**src/rtl/ctrl_pipe_pkg.sv**
```systemverilog
// Control bundle layout and NOP encoding shared by the control pipeline and its users.
// No logic: types and constants only.
package ctrl_pipe_pkg;

    localparam logic [1:0] WB_ALU = 2'd0;
    localparam logic [1:0] WB_MEM = 2'd1;
    localparam logic [1:0] WB_PC4 = 2'd2;
    localparam logic [1:0] WB_IMM = 2'd3;

    typedef struct packed {
        logic       rf_en;
        logic       mem_read;
        logic       mem_write;
        logic [1:0] wb_sel;
    } ctrl_bundle_t;

    localparam int CTRL_W = $bits(ctrl_bundle_t);

    localparam ctrl_bundle_t CTRL_NOP = '{
        rf_en:     1'b0,
        mem_read:  1'b0,
        mem_write: 1'b0,
        wb_sel:    WB_ALU
    };

endpackage

```
**src/rtl/ctrl_pipe_stage.sv**
```systemverilog
// One control pipeline register: 1 cycle; flush > stall(hold) > upstream-frozen bubble > load.
// en=0 holds the stage (used for the reset-release edge).
module ctrl_pipe_stage #(
    parameter int                CTRL_W  = ctrl_pipe_pkg::CTRL_W,
    parameter logic [CTRL_W-1:0] NOP_VAL = ctrl_pipe_pkg::CTRL_NOP
) (
    input  logic              clk,
    input  logic              rst,
    input  logic              en,
    input  logic [CTRL_W-1:0] up_ctrl,
    input  logic              up_valid,
    input  logic              up_stall,
    input  logic              stall,
    input  logic              flush,
    output logic [CTRL_W-1:0] ctrl,
    output logic              valid
);
    import ctrl_pipe_pkg::*;

    always_ff @(posedge clk or negedge rst) begin
        if (!rst) begin
            ctrl  <= NOP_VAL;
            valid <= 1'b0;
        end else if (en) begin
            if (flush) begin
                ctrl  <= NOP_VAL;
                valid <= 1'b0;
            end else if (stall) begin
                ctrl  <= ctrl;
                valid <= valid;
            end else if (up_stall) begin
                // upstream is frozen, so its contents must not be duplicated here
                ctrl  <= NOP_VAL;
                valid <= 1'b0;
            end else begin
                ctrl  <= up_ctrl;
                valid <= up_valid;
            end
        end
    end

endmodule

```
**src/rtl/ctrl_pipe_chain.sv**
```systemverilog
// DEPTH-stage control pipeline, stage k lags ctrl_i by k+1 cycles; per-stage stall/flush, sticky
// illegal-stall flag. CTRL_PIPE_PERF_EN adds bubble_cnt_o / stall_cnt_o on the last stage.
module ctrl_pipe_chain #(
    parameter int                CTRL_W  = ctrl_pipe_pkg::CTRL_W,
    parameter int                DEPTH   = 2,
    parameter logic [CTRL_W-1:0] NOP_VAL = '0
) (
    input  logic                    clk,
    input  logic                    rst,
    input  logic [CTRL_W-1:0]       ctrl_i,
    input  logic                    valid_i,
    input  logic [DEPTH-1:0]        stall_i,
    input  logic [DEPTH-1:0]        flush_i,
    output logic [DEPTH*CTRL_W-1:0] ctrl_o,
    output logic [DEPTH-1:0]        valid_o,
    output logic                    stall_err_o
`ifdef CTRL_PIPE_PERF_EN
    ,
    output logic [31:0]             bubble_cnt_o,
    output logic [31:0]             stall_cnt_o
`endif
);
    import ctrl_pipe_pkg::*;

    logic [DEPTH*CTRL_W-1:0] up_ctrl;
    logic [DEPTH-1:0]        up_valid;
    logic [DEPTH-1:0]        up_stall;
    logic                    run_q;
    logic                    stall_bad;
    logic                    err_q;

    // The first edge after reset deassertion only arms the pipeline.
    always_ff @(posedge clk or negedge rst) begin
        if (!rst) run_q <= 1'b0;
        else      run_q <= 1'b1;
    end

    assign up_ctrl[0 +: CTRL_W] = ctrl_i;
    assign up_valid[0]          = valid_i;
    assign up_stall[0]          = 1'b0;

    for (genvar k = 0; k < DEPTH; k++) begin : g_stage
        if (k > 0) begin : g_link
            assign up_ctrl[k*CTRL_W +: CTRL_W] = ctrl_o[(k-1)*CTRL_W +: CTRL_W];
            assign up_valid[k]                 = valid_o[k-1];
            assign up_stall[k]                 = stall_i[k-1];
        end
        ctrl_pipe_stage #(
            .CTRL_W  (CTRL_W),
            .NOP_VAL (NOP_VAL)
        ) u_stage (
            .clk      (clk),
            .rst      (rst),
            .en       (run_q),
            .up_ctrl  (up_ctrl[k*CTRL_W +: CTRL_W]),
            .up_valid (up_valid[k]),
            .up_stall (up_stall[k]),
            .stall    (stall_i[k]),
            .flush    (flush_i[k]),
            .ctrl     (ctrl_o[k*CTRL_W +: CTRL_W]),
            .valid    (valid_o[k])
        );
    end

    if (DEPTH > 1) begin : g_chk
        assign stall_bad = |(stall_i[DEPTH-1:1] & ~stall_i[DEPTH-2:0]);
    end else begin : g_nochk
        assign stall_bad = 1'b0;
    end

    always_ff @(posedge clk or negedge rst) begin
        if (!rst)                  err_q <= 1'b0;
        else if (run_q && stall_bad) err_q <= 1'b1;
    end

    assign stall_err_o = err_q;

`ifdef CTRL_PIPE_PERF_EN
    logic [31:0] bubble_cnt_q;
    logic [31:0] stall_cnt_q;
    logic        bubble_evt;

    // Last stage loads valid=0: flushed, or not holding and fed a bubble/invalid upstream.
    assign bubble_evt = flush_i[DEPTH-1] |
                        (~stall_i[DEPTH-1] & (up_stall[DEPTH-1] | ~up_valid[DEPTH-1]));

    always_ff @(posedge clk or negedge rst) begin
        if (!rst) begin
            bubble_cnt_q <= '0;
            stall_cnt_q  <= '0;
        end else if (run_q) begin
            if (bubble_evt)       bubble_cnt_q <= bubble_cnt_q + 32'd1;
            if (stall_i[DEPTH-1]) stall_cnt_q  <= stall_cnt_q + 32'd1;
        end
    end

    assign bubble_cnt_o = bubble_cnt_q;
    assign stall_cnt_o  = stall_cnt_q;
`endif

endmodule
```
**config.mk**
```make
export PLATFORM = sky130hd
export DESIGN_NAME = ctrl_pipe_chain
export DESIGN_NICKNAME = d
export VERILOG_FILES = /design/src/rtl/ctrl_pipe_pkg.sv /design/src/rtl/ctrl_pipe_stage.sv /design/src/rtl/ctrl_pipe_chain.sv
export SDC_FILE = /design/constraint.sdc
export NUM_CORES = 1
export LEC_CHECK = 0
export CAP_MARGIN = 20
export CORE_AREA = 2 2 39 41
export CTS_CLUSTER_DIAMETER = 120
export CTS_CLUSTER_SIZE = 24
export DETAILED_ROUTE_END_ITERATION = 7
export DIE_AREA = 0 0 41 43
export DONT_BUFFER_PORTS = 1
export SLEW_MARGIN = 20
export SYNTH_ARGS = -nofsm -noshare
export SYNTH_HDL_FRONTEND = slang
export SYNTH_SLANG_ARGS = --single-unit
```
**constraint.sdc**
```tcl
create_clock -name clk -period 1.6 [get_ports clk]
set_input_delay 0.32 -clock clk [delete_from_list [all_inputs] [get_ports clk]]
set_output_delay 0.32 -clock clk [all_outputs]
set_load 0.01 [all_outputs]
```
==> out/metrics.yaml <==
antenna_found_initial: 0
routabilityCongestion: 0.670
syn_area_um2: 604
dpl-instance-area_um2: 604
drt_iter0_drc: 11
n_antenna_cell: 0
setup-tns-final_ns: 0
ctsLongestPathBuffers: 2
synth_area_per_cell_um2: 11.6
grt_max_degree: 18
io_pins: 25
design_area_um2: 651
routed_wl_um: 1190
rows: 14
final_nets: 67
end_kind: "flop"
start_kind: "flop"
period_share_pct: 80.4
p_sw_share_pct: 24.9
coreArea_mm2: 0.00138
dp.cells: 65
portBuffers: 0
mostFrequentLayoutCell: "dfrtp_1"
max_cap_viol_count: 0
final_cell_mix: "dfrtp_1 (14), inv_1 (7), o22ai_1 (4)"
viasPerCell: 5.94
p_clk_share_pct: 35.5
cp_max_fo: 17
path_class: "flop to flop"
synth_nets: 64
cts_made_buffers: 3
maxSlewHeadroom_pct: 59.2
area_growth_pct: 7.66
h-tree-depth: 1
grt_overflow: 0
firstDrtPassIters: 4
fin_cells: 70
clk_latency_ns: 0.27
max-vdd-ir-drop_mv: 0.426
final-hold-violation-count: 0
grt_pass1_wl_um: 1900
yosysWarnings: 0
clock.fmax_ghz: 0.777
start_util_pct: 43.7
seqPwrFrac_pct: 57.7
wl_per_cell_um: 17.0
antenna_left: 0
ys_seq_area_share_pct: 58.0
drc: 0
tightestPinTransition_ns: 0.610
rsz0062_at_grt: "no"
layout_min_cycle_time_ns: 1.29
cts_setup_buffers: 0
p_int_w: 0.000539
grt_use_total_pct: 15.9
die_h_um: 43
worst_slack_ns: 0.313
grt_pass1_vias: 401
powerDensity_mw_per_mm2: 1100
num_vias: 416
drive_above_1_share_pct: 14.8
cts_sinks: 14
die_w_um: 41
hpwl_um: 864
pwr-share-comb_pct: 6.9
post_synth_num_cell_types: 20
cts-root-buf: "clkbuf_4"
p_leak_nw: 0.275
ys_ff_latch: 14
fp.dieArea_mm2: 0.00176
final_max_slew_viol_count: 0
synthesis.instances: 52
min_path_type: "primary input to flop"
finalSetupViolations: 0
power_switching_w: 0.000179
required_ns: 1.82
cts_tree: "yes"
cp.arrival_ns: 1.50
dp_slack_ns: 0.312
finalClockSkew_ns: 0.00110
status: "complete, no violations"
clkTransAtPathRegs_ns: 0.09
## synthesized netlist by cell type
master	count	area, µm²
a22o_1	3	26.3
a22oi_1	3	22.5
a31o_2	1	8.76
a31oi_1	1	6.26
a32o_1	3	30.0
a32oi_1	2	17.5
and2_1	1	6.26
buf_2	1	5.00
buf_4	2	15.0
conb_1	1	3.75
dfrtp_1	14	350
inv_1	7	26.3
inv_2	1	3.75
nor2_1	1	3.75
nor2b_1	1	6.26
nor3b_2	1	12.5
nor4b_2	1	15.0
o21ai_0	2	10.0
o21ai_1	2	10.0
o22ai_1	4	25.0
## area by class of cell
cell class                 instances  area [µm²]
clock buffer                       4        36.3
fill                             132         733
inverter                           8        30.0
multi-input combinational         27         204
sequential                        14         350
tap                               16        20.0
timing repair buffer               1        10.0
## layer usage
metal | share of wire [%] | vias to the layer above | global-route usage, % | wire (µm)
met1 | 45 | 203 | 23.6 | 540
met2 | 43 | 17 | 18.4 | 516
met3 | 10 | 2 | 7.85 | 120
met4 | 0.76 | 0 | 8.00 | 9
li1 | - | 194 | - | -
met5 | 0 | - | 0 | 0
## cells by family (layout without fill, tap and decap cells)
| logic type | Yosys count | in the layout | synth area share, % |
|---|---|---|---|
| and+or+nand+nor | 5 | 5 | 7.25 |
| AOI/OAI and AO/OA | 21 | 21 | 25.9 |
| DFF | 14 | 14 | 58.0 |
| other | 1 | 1 | 0.621 |
| buffers and inverters | 11 | 13 | 8.28 |
## worst paths after layout
path                                  start                          to  slack, ns  cells past startpoint
worst max-delay path                  run_q  g_stage[1].u_stage.ctrl[1]       0.31                      2
worst min-delay path             flush_i[1]    g_stage[1].u_stage.valid       0.12                      1
worst max register to register        run_q  g_stage[1].u_stage.ctrl[1]       0.31                      2
worst min register to register  stall_err_o                 stall_err_o       0.55                      1
max in group asynchronous               rst  g_stage[0].u_stage.ctrl[3]       0.72                      1
min in group asynchronous               rst                 stall_err_o       0.49                      1
## worst max-delay path: stages, from the launching register on
cell and delay [ns]:
dfrtp_1 0.63, nor4b_2 0.39, a22o_1 0.20
## sequential cells by signal (all words and copies together) (netlist names)
register	count
run_q	1
g_stage.u_stage.valid	2
stall_err_o	1
g_stage.u_stage.ctrl	10
## through the flow
stage | utilization (%) | power, W | hold WS (ns)
3_3_place_gp | 43.7 | 0.000461 | 0.0248
3_5_place_dp | 43.7 | 0.000463 | 0.0247
6_report | 47.0 | 0.000717 | 0.123
5_1_grt | 47.0 | 0.000749 | 0.107
2_1_floorplan | - | 0.000457 | 0.0244
4_1_cts | 47.0 | 0.000725 | 0.116
## timing repair
item                       4_1_cts  5_1_grt
resized for setup                0        0
hold buffers                     1        0
setup endpoints to repair        0        0
hold endpoints to repair        14        0
## power groups by stage
stage / combinational (W) / sequential, W / clock (W)
after floorplan: 0.0000483 / 0.000409 / 0
after global placement: 0.0000399 / 0.000421 / 0
after detailed placement: 0.0000411 / 0.000422 / 0
after CTS: 0.0000501 / 0.000414 / 0.000261
after global routing: 0.0000579 / 0.000418 / 0.000272
final: 0.0000492 / 0.000414 / 0.000255
(Power assumes the default switching activity.)
